--- src/rtl/ram32x4_fifo_ctrl_if.sv ---
// Ready/valid handshake bundle for the 32x4 FIFO controller.
// The slave modport is the FIFO side; the master modport is the producer/consumer side.
interface ram32x4_fifo_ctrl_if #(
  parameter int DATA_W = 4
);
  logic [DATA_W-1:0] in_data;
  logic              in_valid;
  logic              in_ready;
  logic [DATA_W-1:0] out_data;
  logic              out_valid;
  logic              out_ready;

  modport slave (
    input  in_data,
    input  in_valid,
    output in_ready,
    output out_data,
    output out_valid,
    input  out_ready
  );

  modport master (
    output in_data,
    output in_valid,
    input  in_ready,
    input  out_data,
    input  out_valid,
    output out_ready
  );
endinterface

--- src/rtl/ram32x4_fifo_ctrl.sv ---
// First-word-fall-through FIFO controller wrapped around an external 32x4
// single-port RAM (synchronous write, asynchronous read). Writes own the RAM
// port whenever they occur; reads move the head entry into a registered
// output stage during cycles without a write.
module ram32x4_fifo_ctrl #(
  parameter int DATA_W       = 4,
  parameter int ADDR_W       = 5,
  parameter int AFULL_THRESH = 28
) (
  input  logic              clk,
  input  logic              rst,
  ram32x4_fifo_ctrl_if.slave bus,
  output logic [ADDR_W-1:0] ram_addr,
  output logic              ram_we,
  output logic [DATA_W-1:0] ram_d,
  input  logic [DATA_W-1:0] ram_o,
  output logic [ADDR_W:0]   count,
  output logic              full,
  output logic              almost_full,
  output logic              empty
);

  localparam int DEPTH = 1 << ADDR_W;
  localparam logic [ADDR_W:0]   CNT_ZERO  = {(ADDR_W+1){1'b0}};
  localparam logic [ADDR_W:0]   CNT_ONE   = {{ADDR_W{1'b0}}, 1'b1};
  localparam logic [ADDR_W:0]   CNT_FULL  = (ADDR_W+1)'(DEPTH);
  localparam logic [ADDR_W:0]   CNT_AFULL = (ADDR_W+1)'(AFULL_THRESH);
  localparam logic [ADDR_W-1:0] PTR_ZERO  = {ADDR_W{1'b0}};
  localparam logic [ADDR_W-1:0] PTR_ONE   = {{(ADDR_W-1){1'b0}}, 1'b1};
  localparam logic [DATA_W-1:0] DATA_ZERO = {DATA_W{1'b0}};

  logic [ADDR_W-1:0] wptr;
  logic [ADDR_W-1:0] rptr;
  logic [ADDR_W:0]   count_next;
  logic [DATA_W-1:0] out_data;
  logic              out_valid;
  logic              in_ready;
  logic              wr;
  logic              rd;

  // Status flags decoded from the RAM occupancy and the output register.
  always_comb begin
    full        = (count == CNT_FULL);
    almost_full = (count >= CNT_AFULL);
    empty       = (count == CNT_ZERO) && !out_valid;
  end

  // Port arbitration: a write takes the RAM port, otherwise the head is read
  // whenever the output register is free or being consumed this cycle.
  always_comb begin
    in_ready   = 1'b0;
    wr         = 1'b0;
    rd         = 1'b0;
    ram_addr   = rptr;
    count_next = count;
    if (rst) begin
      in_ready = 1'b0;
    end else begin
      in_ready = !full;
    end
    wr = bus.in_valid && in_ready;
    rd = !wr && (count != CNT_ZERO) && (!out_valid || bus.out_ready);
    if (wr) begin
      ram_addr = wptr;
    end else begin
      ram_addr = rptr;
    end
    case ({wr, rd})
      2'b10:   count_next = count + CNT_ONE;
      2'b01:   count_next = count - CNT_ONE;
      default: count_next = count;
    endcase
  end

  assign ram_we        = wr;
  assign ram_d         = bus.in_data;
  assign bus.in_ready  = in_ready;
  assign bus.out_data  = out_data;
  assign bus.out_valid = out_valid;

  // Pointer, occupancy and output-stage state; reset discards in-flight data.
  always_ff @(posedge clk or posedge rst) begin
    if (rst) begin
      wptr      <= PTR_ZERO;
      rptr      <= PTR_ZERO;
      count     <= CNT_ZERO;
      out_data  <= DATA_ZERO;
      out_valid <= 1'b0;
    end else begin
      if (wr) begin
        wptr <= wptr + PTR_ONE;
      end
      if (rd) begin
        out_data  <= ram_o;
        out_valid <= 1'b1;
        rptr      <= rptr + PTR_ONE;
      end else if (out_valid && bus.out_ready) begin
        out_valid <= 1'b0;
      end
      count <= count_next;
    end
  end

endmodule

--- src/flat_wrapper.sv ---
// flat-port wrapper written by rule: the top's interface ports become plain ports
module ram32x4_fifo_ctrl_flat 
#(
  parameter int DATA_W       = 4,
  parameter int ADDR_W       = 5,
  parameter int AFULL_THRESH = 28
)
  (clk, rst, ram_addr, ram_we, ram_d, ram_o, count, full, almost_full, empty, bus_in_data, bus_in_valid, bus_in_ready, bus_out_data, bus_out_valid, bus_out_ready);
  ram32x4_fifo_ctrl_if #(.DATA_W(DATA_W)) bus_i ();
  input  logic clk;
  input  logic rst;
  output logic [ADDR_W-1:0] ram_addr;
  output logic ram_we;
  output logic [DATA_W-1:0] ram_d;
  input  logic [DATA_W-1:0] ram_o;
  output logic [ADDR_W:0] count;
  output logic full;
  output logic almost_full;
  output logic empty;
  input wire logic [$bits(bus_i.in_data)-1:0] bus_in_data;
  input wire logic [$bits(bus_i.in_valid)-1:0] bus_in_valid;
  output wire logic [$bits(bus_i.in_ready)-1:0] bus_in_ready;
  output wire logic [$bits(bus_i.out_data)-1:0] bus_out_data;
  output wire logic [$bits(bus_i.out_valid)-1:0] bus_out_valid;
  input wire logic [$bits(bus_i.out_ready)-1:0] bus_out_ready;
  assign bus_i.in_data = bus_in_data;
  assign bus_i.in_valid = bus_in_valid;
  assign bus_in_ready = bus_i.in_ready;
  assign bus_out_data = bus_i.out_data;
  assign bus_out_valid = bus_i.out_valid;
  assign bus_i.out_ready = bus_out_ready;
  ram32x4_fifo_ctrl #(.DATA_W(DATA_W), .ADDR_W(ADDR_W), .AFULL_THRESH(AFULL_THRESH)) u_core (.clk(clk), .rst(rst), .bus(bus_i), .ram_addr(ram_addr), .ram_we(ram_we), .ram_d(ram_d), .ram_o(ram_o), .count(count), .full(full), .almost_full(almost_full), .empty(empty));
endmodule
--- config.mk ---
export PLATFORM = sky130hd
export DESIGN_NAME = ram32x4_fifo_ctrl_flat
export DESIGN_NICKNAME = d
export VERILOG_FILES = /design/src/rtl/ram32x4_fifo_ctrl_if.sv /design/src/rtl/ram32x4_fifo_ctrl.sv /design/src/flat_wrapper.sv
export SDC_FILE = /design/constraint.sdc
export NUM_CORES = 1
export LEC_CHECK = 0
export CAP_MARGIN = 30
export CORE_MARGIN = 5
export CORE_UTILIZATION = 51
export CTS_CLUSTER_SIZE = 12
export DETAILED_ROUTE_END_ITERATION = 10
export PLACE_DENSITY_LB_ADDON = 0.25
export RECOVER_POWER = 25
export SKIP_LAST_GASP = 1
export SYNTH_ARGS = -nofsm -noshare
export SYNTH_HDL_FRONTEND = slang
export SYNTH_SLANG_ARGS = --single-unit
--- constraint.sdc ---
create_clock -name clk -period 4.99 [get_ports clk]
set_input_delay 1.2475 -clock clk [delete_from_list [all_inputs] [get_ports clk]]
set_output_delay 1.2475 -clock clk [all_outputs]
set_load 0.005 [all_outputs]
[Word level (Yosys, flattened, before mapping)]
Cells that the tools add are included.
Cells by class
  $add $sub $neg: 4
  magnitude comparators: 1
  equality and inequality tests: 3
  muxes and demuxes: 5
  reduce and logical (&&, ||, !) cells: 13
Operators by type and width (count)
  $pmux 6 s2: 1
  $add 5x1->5 const B: 2
  $add 6x1->6 const B: 1
  $eq 6x6->1 const B: 1
  $ge 6x5->1 const B: 1
  $logic_not 6->1: 1
  $reduce_bool 6->1: 1
  $sub 6x1->6 const B: 1
  $logic_and 1x1->1: 5
  $mux 5: 1
  $reduce_bool 2->1: 2
  $logic_not 1->1: 3
  $mux 1: 3
  $eq 2x1->1 const B: 1
  $eq 2x2->1 const B: 1
  $logic_or 1x1->1: 1
Storage, ports and cells
  register bits after elaboration: 21
  bits of input ports: 12
  output and inout port bits: 25
  logic and storage cells: 31

[Depth between registers and ports, before layout]
Gate-level depths: netlist of run 1.
  depth in word-level cells: 9
  gate-level depth with buffers: 15
  depth with buffers taken out: 12

[Least setup slack after synthesis of run 1]
Ideal clock, no wire load.
  path kind: input -> register
  start point: input port bus_out_ready
  end point: register u_core.count[4]
  library setup time: 0.128 ns
  data arrival time: 3.590 ns
  data required time: 4.862 ns
  path slack: 1.272 ns
  stages: 13
  buffers on the path: 2
  cells stage by stage: nand2b_1 -> and4_1 -> or2_4 -> buf_8 -> ha_1 -> buf_2 -> xor2_1 -> ha_1 -> nand3b_1 -> nor3_1 -> a2111oi_2 -> o311ai_2 -> xnor2_1
On the way
  cells in the longest elaborated chain, start to end: 4
  elaborated cells between the ends (all ways): 6
  those cells by class: 2 x eq/ne; 1 x mux; 3 x reduce/logical
Ends and longest elaborated chain
  start: declaration: line flat_wrapper.sv:25  | input wire logic [$bits(bus_i.out_ready)-1:0] bus_out_ready;
  $logic_or 1x1->1 (*): line ram32x4_fifo_ctrl.sv:62  | rd = !wr && (count != CNT_ZERO) && (!out_valid || bus.out_ready);
  $logic_and 1x1->1 (*): line ram32x4_fifo_ctrl.sv:62
  $eq 2x1->1 or $eq 2x2->1 (tied branches): line ram32x4_fifo_ctrl.sv:68  | case ({wr, rd})
  $pmux 6 s2 or $reduce_bool 2->1 (tied branches)
  end signal: assignment: line ram32x4_fifo_ctrl.sv:100  | count <= count_next;
  end: declaration: line ram32x4_fifo_ctrl.sv:17  | output logic [ADDR_W:0] count,
Every way passes the cells marked *; elsewhere a longest branch is shown, timed or not.
A chain may end at the register's enable or synchronous reset.

[Worst setup path after layout of run 1]
  start point: input port rst
  end point: output port ram_addr[3]
On the way
  cells in the longest elaborated chain, start to end: 3
Ends and longest elaborated chain
  start: declaration: line flat_wrapper.sv:11  | input logic rst;
  $mux 1: line ram32x4_fifo_ctrl.sv:56  | if (rst) begin
  $logic_and 1x1->1: line ram32x4_fifo_ctrl.sv:61  | wr = bus.in_valid && in_ready;
  $mux 5: line ram32x4_fifo_ctrl.sv:63  | if (wr) begin
  end: declaration: line flat_wrapper.sv:12  | output logic [ADDR_W-1:0] ram_addr;
No other way between the ends.

==> results of run 1 <==
==> kinds of logic after synthesis <==
group	share of synthesized area, %
buffers and inverters	7.10
AOI/OAI and AO/OA	11.5
DFF	39.2
xor gates and xnor gates	9.80
and+or+nand+nor	17.2
muxes	11.5
adders and majority gates	3.73
==> per-stage QoR <==
stage	cells	area, um^2	hold WS [ns]	total power, mW
after floorplan	123	1340	0.440	0.665
after global placement	173	1590	0.465	0.827
after detailed placement	173	1590	0.466	0.847
after CTS	177	1620	0.488	0.933
after global routing	177	1620	0.502	1.01
final	177	1620	0.484	0.926
==> metal layers <==
layer  vias to the layer above  track usage, %
met2                        29            25.1
met4                         0            8.36
met1                       476            24.9
met5                         -               0
li1                        482               -
met3                         6            3.98
==> synthesized netlist by cell type (2+ instances only) <==
master / instances
dfrtp_1: 21
xnor2_1: 9
buf_4: 7
mux2_2: 7
nand2_1: 7
nor2_1: 6
xor2_1: 6
a21oi_1: 5
mux2_4: 5
ha_1: 4
nand4_1: 4
o21ai_0: 4
inv_1: 3
nand2b_1: 3
a31oi_1: 2
nand3_1: 2
nand3b_1: 2
nor2b_1: 2
nor3_1: 2
==> path summary, 6_finish.rpt <==
| kind | startpoint | depth (start not counted) | endpoint | slack, ns |
|---|---|---|---|---|
| max in group asynchronous | rst | 2 | u_core.bus.out_data[1] | 2.91 |
| hold reg to reg | u_core.wptr[4] | 1 | u_core.wptr[4] | 0.48 |
| setup reg to reg | u_core.count[2] | 11 | u_core.count[4] | 1.92 |
| min in group asynchronous | rst | 2 | u_core.rptr[0] | 1.58 |
| hold / removal | u_core.wptr[4] | 1 | u_core.wptr[4] | 0.48 |
| setup / recovery | rst | 6 | ram_addr[3] | 0.54 |
==> power by group through the flow <==
stage / clock network [mW] / logic (mW) / registers (mW)
global route: 0.0952 / 0.525 / 0.385
CTS: 0.0866 / 0.478 / 0.369
global placement: 0 / 0.460 / 0.367
detailed placement: 0 / 0.475 / 0.372
floorplan: 0 / 0.338 / 0.326
finish: 0.0834 / 0.472 / 0.370
==> flip-flops by register name (all words and copies together), names as in the netlist <==
register	count
u_core.wptr	5
u_core.count	6
u_core.bus.out_data	4
u_core.rptr	5
u_core.bus.out_valid	1
==> layout by cell type (no fill, tap or decap), drive strengths merged, types with 2 or more instances in the layout <==
cell type and n:
buf 2, nor2 7, xor2 6, inv 3, a21oi 5, clkdlybuf4s50 27
ha 4, and2b 2, nor2b 2, a31oi 2, clkbuf 3, nand2b 3
mux2 12, nand2 7, nand3b 2, nor3 3, nand4 4, dfrtp 21
o21ai 4, xnor2 9, nand3 2
==> area by class of cell <==
class | count | share of cell area, %
clock inverters | 1 | 0.310
repair buffers | 30 | 18.3
well taps | 30 | 2.32
inverters | 3 | 0.697
clock buffers | 3 | 1.39
multi-input cells | 89 | 44.5
flip-flops and latches | 21 | 32.5
==> worst max-delay path: cells and delay by family <==
kind                   cells  cell delay, ns
AO/OA/AOI/OAI              1            0.14
buffers and inverters      3            1.23
multiplexers               1            0.36
AND/OR/NAND/NOR            1            0.23
==> results by group, run 1 <==
Synth
  • Mapped Nets: 139
  • Count of distinct cell types in the synthesized netlist: approximately 40
  • Ys async rst share: 100%
  • FF+latch count, synth: 21
  • Cell type with the largest total area after synthesis: dfrtp_1
  • Top cell type's share of synthesized area: between 30% and 40%
  • Number of instances in the synthesized netlist: 123
  • Seq/Total Area, Yosys: 39.2%
  • Number of enable flip-flop cells after synthesis: 0
  • Yosys warning count: 0
  • Top post-synthesis cells by area: dfrtp_1 (39%), mux2_2 (5.9%), xnor2_1 (5.9%), mux2_4 (5.6%), buf_4 (3.9%)
  • Primary FF master, synth: dfrtp_1
  • Syn Area/Cell: 10.9 um^2
  • Post-Syn Area: between 0.001 and 0.0015 mm^2

Floorplan
  • Height of the die: between 60 and 70 um
  • Die outline width: between 60 and 70 um
  • Core Rows: 18
  • Starting density of the core: a little over half
  • Number of placed I/O pins: 37
  • Core Box Area: between 0.002 and 0.0025 mm^2
  • Area of the die: around 0.0038 mm^2

Final layout
  • Area of the multi-input gates: between 700 and 800 um^2
  • Diodes inserted: 0
  • Final #Nets: roughly 160
  • Share of layout cells above drive strength 1: between 10% and 20%
  • Filler Cell Count: a little under 200
  • Register area: 526 um^2
  • Post-layout util: 64.7%
  • Area growth from synthesis to final layout: 20.6%

CTS
  • Root Buffer: clkbuf_4
  • CTS Hold Bufs: 0
  • Clock tree from TritonCTS: done
  • Maximum count of clock buffers along a single path: 2
  • Number of resized instances in the post-cts repair step: 0
  • Clock buffers created by TritonCTS: 3
  • Worst-skew pair later-pin latency: approximately 0.31 ns
  • TritonCTS sink count: 21
  • # Post-CTS Setup Buffers: 0
  • Register clock-pin slew on the reported worst setup and hold paths: ~0.13 ns
  • Number of levels in the clock H-tree: 1

Place
  • IO Port Bufs: 28
  • Detailed Place HPWL: around 2100 um
  • Worst-case setup slack after placement: between 0.6 and 0.7 ns
  • Global placer's final weighted congestion: roughly 0.82

Critical path
  • Critical-path cell list: dlygate4sd3_1, nand2b_1, a21oi_1, buf_4, mux2_2, clkdlybuf4s50_1
  • Critical Path Max Stage Delay: roughly 0.57 ns
  • Data required, critical path: between 3 and 4 ns
  • Critical path startpoint category: input pin
  • WS Path Type: in -> out
  • Critical Path Sink Type: primary output
  • Max FO, Critical Path: 12
  • Arrival time worst endpoint: approximately 3.2 ns
  • Highest-delay cell along the critical path: dlygate4sd3_1

STA
  • Post-route fraction of the period consumed by the critical path: 89.2%
  • Final Hold Viols: 0
  • Max Slew Vio Count: 0
  • Top achievable clock speed: around 0.22 GHz
  • Clock Skews: between 0.009 and 0.01 ns
  • Minimum setup slack in the final design: 0.539 ns
  • RSZ-0062 raised after global routing: false
  • Setup violators final: 0
  • Shortest period the worst path allows: 4.45 ns
  • Max-Slew Margin vs Limit: a little under half
  • Slew at the pin closest to its max-slew limit: between 0.8 and 0.9 ns
  • Final total negative setup slack: 0 ns

Detailed routing
  • Post-Route WL: around 2900 um
  • Amount of wire on met2 after detailed routing: 1270 um
  • Wire length on met3: 155 um
  • Total routed wire length on the met1 layer: ~1400 um
  • First-pass DRT Iterations: 4
  • DR WL/cell: between 15 and 20 um
  • Vias: ~1000
  • DRC violations left: 0
  • Iteration-0 DRC count of the detailed router: 50
  • Count of nets left with antenna violations after detail routing: 0
  • Top Layer Used: met4
  • Vias per inst: 5.61

Pwr
  • Standby leakage power: roughly 0.66 nW
  • Relative contribution of the clock network to total power: approximately 9.0%
  • Fraction of power consumed by combinational cells: roughly half
  • P_sw: 0.356 mW
  • Cell Pwr Density: between 500 and 600 mW/mm^2
  • Internal power of the cells: 0.571 mW
  • Reg power frac: approximately two fifths
  • Net switching share of the total power: about two fifths
  • Largest vdd supply drop: just under 0.4 mV

GRT
  • First-pass GRT wire length: slightly below 5000 um
  • All-Layer GR Usage: roughly 17%
  • Antenna violations before repair: 0
  • GRT overflow: 0
  • Maximum number of pins on one net before global-route repair: 22
  • Via count of the first global-routing pass: a little over 1000

Run status
  • Status: finished, final reports clean

Worst hold path
  • Class of the most critical hold timing path: reg -> reg

Run
  • Maximum Capacitance Violations: 0
Power figures use the tool's default switching activity.
==> run 2: changes to the inputs <==
- CORE_UTILIZATION: 51 -> 55
- DONT_BUFFER_PORTS: not set -> 1
==> results by group, run 2 (same netlist as run 1, synthesis figures left out) <==
Final layout
  • Most common cell after layout, fill and taps aside: dfrtp_1 (was clkdlybuf4s50_1)
  • Area of the multi-input gates: 719 um^2 (unchanged)
  • Flip-flop count of the largest register, all copies and words added: 6 (unchanged)
  • Filler Cell Count: 193 (was 196)
  • Largest registers: u_core.count (6), u_core.rptr (5), u_core.wptr (5) (unchanged)
  • Top register by number of flip-flops: u_core.count (unchanged)
  • Non-filler instance count after layout: 146 (was 177)
  • Post-layout util: 58.3% (was 64.7%)
  • Area growth from synthesis to final layout: -1.03% (was 20.6%)
  • Share of layout cells above drive strength 1: 21.2% (was 17.7%)
  • Commonest cells after routing, fill and taps aside: dfrtp_1 (21), xnor2_1 (9), mux2_2 (7), nand2_1 (7) (was clkdlybuf4s50_1 (27), dfrtp_1 (21), xnor2_1 (9), mux2_2 (7), nand2_1 (7))
  • Register area: 526 um^2 (unchanged)
  • Diodes inserted: 0 (unchanged)
  • Final #Nets: 135 (was 164)
  • Summed area of non-filler cells in the final layout: 0.00133 mm^2 (was 0.00162 mm^2)

GRT
  • Via count of the first global-routing pass: 862 (was 1034)
  • GRT overflow: 0 (unchanged)
  • Maximum number of pins on one net before global-route repair: 22 (unchanged)
  • Antenna violations before repair: 0 (unchanged)
  • First-pass GRT wire length: 4330 um (was 4840 um)
  • All-Layer GR Usage: 16.3% (was 17.5%)

STA
  • Setup violators final: 0 (unchanged)
  • Worst Hold Margin: 0.485 ns (was 0.484 ns)
  • Final total negative setup slack: 0 ns (unchanged)
  • Max-Slew Margin vs Limit: 47.4% (was 45.9%)
  • Slew at the pin closest to its max-slew limit: 0.787 ns (was 0.811 ns)
  • Max Slew Vio Count: 0 (unchanged)
  • Shortest period the worst path allows: 3.61 ns (was 4.45 ns)
  • Post-route fraction of the period consumed by the critical path: 72.3% (was 89.2%)
  • Top achievable clock speed: 0.277 GHz (was 0.225 GHz)
  • Clock Skews: 0.00117 ns (was 0.00931 ns)
  • Final Hold Viols: 0 (unchanged)
  • RSZ-0062 raised after global routing: false (unchanged)

Critical path
  • Critical path startpoint category: input pin (unchanged)
  • Logic depth of the worst register-to-register path: 11 (unchanged)
  • Data required, critical path: 5.19 ns (was 3.74 ns)
  • Max FO, Critical Path: 16 (was 12)
  • Critical Path Sink Type: register (was primary output)
  • Reg-to-Reg Start: u_core.count[2] (unchanged)
  • Launching instance or port of the critical path: bus_in_valid (was rst)
  • WS Path Type: in -> reg (was in -> out)
  • Arrival time worst endpoint: 3.80 ns (was 3.20 ns)

Place
  • Placed instance count: 142 (was 173)
  • Cell Area, Placed: 0.00130 mm^2 (was 0.00159 mm^2)
  • IO Port Bufs: 0 (was 28)
  • Global placer's final weighted congestion: 0.802 (was 0.822)

Detailed routing
  • DR WL/cell: 17.7 um (was 16.2 um)
  • Iteration-0 DRC count of the detailed router: 47 (was 50)
  • Vias per inst: 6.18 (was 5.61)
  • Post-Route WL: 2590 um (was 2860 um)
  • Count of nets left with antenna violations after detail routing: 0 (unchanged)
  • Vias: 903 (was 993)
  • First-pass DRT Iterations: 4 (unchanged)
  • DRC violations left: 0 (unchanged)

Pwr
  • Standby leakage power: 0.543 nW (was 0.657 nW)
  • Cell Pwr Density: 602 mW/mm^2 (was 573 mW/mm^2)
  • Largest vdd supply drop: 0.305 mV (was 0.384 mV)

Worst hold path
  • Hold Path Cell Cnt: 1 (unchanged)
  • Class of the most critical hold timing path: reg -> reg (unchanged)
  • Worst hold start: u_core.wptr[4] (unchanged)

CTS
  • Register clock-pin slew on the reported worst setup and hold paths: 0.11 ns (was 0.13 ns)
  • # Post-CTS Setup Buffers: 0 (unchanged)
  • TritonCTS sink count: 21 (unchanged)
  • Root Buffer: clkbuf_4 (unchanged)
  • Number of levels in the clock H-tree: 1 (unchanged)
  • Clock tree from TritonCTS: done (unchanged)
  • Maximum count of clock buffers along a single path: 2 (unchanged)
  • Worst-skew pair later-pin latency: 0.30 ns (was 0.31 ns)
  • Clock buffers created by TritonCTS: 3 (unchanged)
  • Number of resized instances in the post-cts repair step: 0 (unchanged)
  • CTS Hold Bufs: 0 (unchanged)

Floorplan
  • Height of the die: 59.4 um (was 61.3 um)
  • Die outline width: 59.4 um (was 61.3 um)
  • Number of placed I/O pins: 37 (unchanged)
  • Core Box Area: 0.00228 mm^2 (was 0.00250 mm^2)
  • Starting density of the core: 58.9% (was 53.6%)
  • Core Rows: 17 (was 18)
  • Area of the die: 0.00352 mm^2 (was 0.00375 mm^2)

Run
  • Maximum Capacitance Violations: 0 (unchanged)

Run status
  • Status: finished, final reports clean (unchanged)
[run 2: cell count changes in the layout (fill, tap and decap cells not counted)]
cell             change
buf_4                -1
clkdlybuf4s50_1     -27
dlygate4sd3_1        -1
[run 2: area by class of cell]
cell class              count  share of cell area [%]
repair buffers              1                   0.566
flip-flops and latches     21                    39.6
inverters                   3                   0.849
clock inverters             1                   0.377
well taps                  28                    2.64
clock buffers               3                    1.70
multi-input cells          89                    54.2
[run 2: power breakdown]
part           total (mW)  leakage (nW)  switching, mW  internal (mW)
Clock              0.0817        0.0177         0.0518         0.0299
Combinational       0.337         0.279          0.154          0.182
Sequential          0.380         0.246          0.131          0.249
Total               0.798         0.543          0.337          0.461
[run 2: through the flow]
step	setup slack [ns]	power (mW)
global placement	1.18	0.701
CTS	1.39	0.804
global route	1.15	0.864
floorplan	1.27	0.665
finish	1.38	0.798
detailed placement	1.06	0.720
[run 2: worst paths after layout]
check / endpoint / slack [ns]
min in group asynchronous: u_core.count[5] / 0.96
setup / recovery: u_core.count[4] / 1.38
max in group asynchronous: u_core.count[3] / 3.54
hold / removal: u_core.wptr[4] / 0.48
hold reg to reg: u_core.wptr[4] / 0.48
setup reg to reg: u_core.count[4] / 1.65
[run 2: critical path: stages]
cell and delay (ns):
nor2b_1 0.14, a211oi_1 0.29, or2_4 0.32, ha_1 0.54, xor2_1 0.14, ha_1 0.27, nand3b_1 0.10, nor3_1 0.06
a2111oi_2 0.37, o311ai_2 0.17, xnor2_1 0.15
[run 2: layer usage]
metal	share of wire, %	routed length, um	vias to the layer above	GRT usage [%]
met5	0	0	-	0
met2	46	1190	27	24.5
li1	-	-	426	-
met1	44	1140	445	21.2
met4	1.5	38	0	7.12
met3	8.5	219	5	5.23
==> run 3: changes to the inputs <==
- clock period: 4.99 -> 3.2 ns (I/O delays scaled with it)
==> results by group, run 3 (same netlist as run 1, synthesis figures left out) <==
Final layout
  • Most common cell after layout, fill and taps aside: dfrtp_1 (unchanged)
  • Largest registers: u_core.count (6), u_core.rptr (5), u_core.wptr (5) (unchanged)
  • Flip-flop count of the largest register, all copies and words added: 6 (unchanged)
  • Filler Cell Count: 193 (unchanged)
  • Final #Nets: 140 (was 135)
  • Non-filler instance count after layout: 151 (was 146)
  • Area growth from synthesis to final layout: 1.96% (was -1.03%)
  • Diodes inserted: 0 (unchanged)
  • Commonest cells after routing, fill and taps aside: dfrtp_1 (21), xnor2_1 (9), mux2_2 (7), nand2_1 (7) (unchanged)
  • Top register by number of flip-flops: u_core.count (unchanged)
  • Area of the multi-input gates: 722 um^2 (was 719 um^2)
  • Share of layout cells above drive strength 1: 25.2% (was 21.2%)
  • Register area: 526 um^2 (unchanged)

Detailed routing
  • Iteration-0 DRC count of the detailed router: 35 (was 47)
  • Vias: 903 (unchanged)
  • First-pass DRT Iterations: 4 (unchanged)
  • Count of nets left with antenna violations after detail routing: 0 (unchanged)
  • Post-Route WL: 2610 um (was 2590 um)
  • DRC violations left: 0 (unchanged)
  • DR WL/cell: 17.3 um (was 17.7 um)
  • Vias per inst: 5.98 (was 6.18)

Run status
  • Status: finished, final reports clean (unchanged)

Place
  • Global placer's final weighted congestion: 0.850 (was 0.802)
  • IO Port Bufs: 0 (unchanged)
  • Detailed Place HPWL: 1940 um
  • Worst-case setup slack after placement: 0.190 ns (was 1.06 ns)
  • Placed instance count: 147 (was 142)

STA
  • Max-Slew Margin vs Limit: 47.4% (about the same)
  • Worst Hold Margin: 0.483 ns (was 0.485 ns)
  • Shortest period the worst path allows: between 2 and 3 ns
  • Setup violators final: 0 (unchanged)
  • Minimum setup slack in the final design: 0.350 ns (was 1.38 ns)
  • Final total negative setup slack: 0 ns (unchanged)
  • Post-route fraction of the period consumed by the critical path: 89.1%
  • Top achievable clock speed: 0.351 GHz
  • Max Slew Vio Count: 0 (unchanged)
  • Clock Skews: 0.00219 ns (was 0.00117 ns)
  • Final Hold Viols: 0 (unchanged)
  • RSZ-0062 raised after global routing: false (unchanged)
  • Slew at the pin closest to its max-slew limit: 0.788 ns (was 0.787 ns)

Floorplan
  • Core Box Area: 0.00228 mm^2 (unchanged)
  • Die outline width: 59.4 um (unchanged)
  • Height of the die: 59.4 um (unchanged)
  • Area of the die: 0.00352 mm^2 (unchanged)
  • Starting density of the core: 58.9% (unchanged)
  • Number of placed I/O pins: 37 (unchanged)
  • Core Rows: 17 (unchanged)

Critical path
  • Data required, critical path: 3.39 ns (was 5.19 ns)
  • Max FO, Critical Path: 7 (was 16)
  • Arrival time worst endpoint: 3.04 ns (was 3.80 ns)
  • Critical Path Sink Type: register (unchanged)
  • Critical path startpoint category: register (was input pin)
  • WS Path Type: reg -> reg (was in -> reg)

CTS
  • CTS Hold Bufs: 0 (unchanged)
  • Worst-skew pair later-pin latency: 0.30 ns (about the same)
  • Clock buffers created by TritonCTS: 3 (unchanged)
  • Maximum count of clock buffers along a single path: 2 (unchanged)
  • Register clock-pin slew on the reported worst setup and hold paths: 0.12 ns (was 0.11 ns)
  • # Post-CTS Setup Buffers: 0 (unchanged)
  • TritonCTS sink count: 21 (unchanged)
  • Root Buffer: clkbuf_4 (unchanged)
  • Number of resized instances in the post-cts repair step: 0 (unchanged)
  • Clock tree from TritonCTS: done (unchanged)
  • Number of levels in the clock H-tree: 1 (unchanged)

Pwr
  • Largest vdd supply drop: 0.522 mV (was 0.305 mV)
  • Cell Pwr Density: 938 mW/mm^2 (was 602 mW/mm^2)
  • Overall power: 1.28 mW (was 0.798 mW)
  • Standby leakage power: 0.566 nW (was 0.543 nW)

Worst hold path
  • Class of the most critical hold timing path: reg -> reg (unchanged)

GRT
  • Antenna violations before repair: 0 (unchanged)
  • Maximum number of pins on one net before global-route repair: 22 (unchanged)
  • All-Layer GR Usage: 15.7% (was 16.3%)
  • Via count of the first global-routing pass: 952 (was 862)
  • First-pass GRT wire length: 4260 um (was 4330 um)
  • GRT overflow: 0 (unchanged)

Run
  • Maximum Capacitance Violations: 0 (unchanged)
run 3: cell count changes in the layout (fill, tap and decap cells not counted):
cell | previous run | this run
buf_4 | 1 | 6
ha_1 | 4 | 3
ha_2 | 0 | 1
run 3: report_power, final:
group / internal [mW] / leakage (nW) / switching, mW
registers: 0.389 / 0.246 / 0.151
logic: 0.314 / 0.303 / 0.299
clock network: 0.0466 / 0.0177 / 0.0813
total: 0.750 / 0.566 / 0.532
run 3: area by class of cell:
class	instances	area share (%)
Clock buffer	3	1.65
Inverter	3	0.824
Clock inverter	1	0.366
Timing Repair Buffer	6	3.30
Sequential cell	21	38.5
Multi-Input combinational cell	89	52.8
Tap cell	28	2.56
run 3: worst paths after layout:
kind                                 start  cells after the start  slack [ns]         endpoint
max in group asynchronous              rst                      1        2.20   u_core.rptr[2]
min reg2reg                 u_core.wptr[4]                      1        0.48   u_core.wptr[4]
min in group asynchronous              rst                      1        0.52  u_core.count[5]
max                        u_core.count[0]                     10        0.35  u_core.count[4]
max reg2reg                u_core.count[0]                     10        0.35  u_core.count[4]
min                         u_core.wptr[4]                      1        0.48   u_core.wptr[4]
run 3: metal layers:
layer / part of all wire (%) / wire, um / up-vias / GRT usage (%)
li1: - / - / 433 / -
met1: 42 / 1100 / 427 / 19.2
met2: 46 / 1200 / 35 / 25.0
met3: 9.7 / 252 / 8 / 4.36
met4: 2.4 / 63 / 0 / 8.41
met5: 0 / 0 / - / 0
run 3: critical path, cell delays in order, from the launching register on:
cell and delay, ns:
dfrtp_1 0.53, nor3_4 0.34, a211oi_1 0.17, or2_4 0.29, ha_2 0.18, xor2_1 0.14, ha_1 0.24, or4_1 0.41
o2111ai_1 0.14, o311ai_2 0.17, xnor2_1 0.15
run 3: stage by stage:
stage,utilization [%],instance area (um^2)
2_1_floorplan,-,1350
3_3_place_gp,58.8,1340
3_5_place_dp,58.8,1340
4_1_cts,60.0,1370
5_1_grt,60.0,1370
6_report,60.0,1370
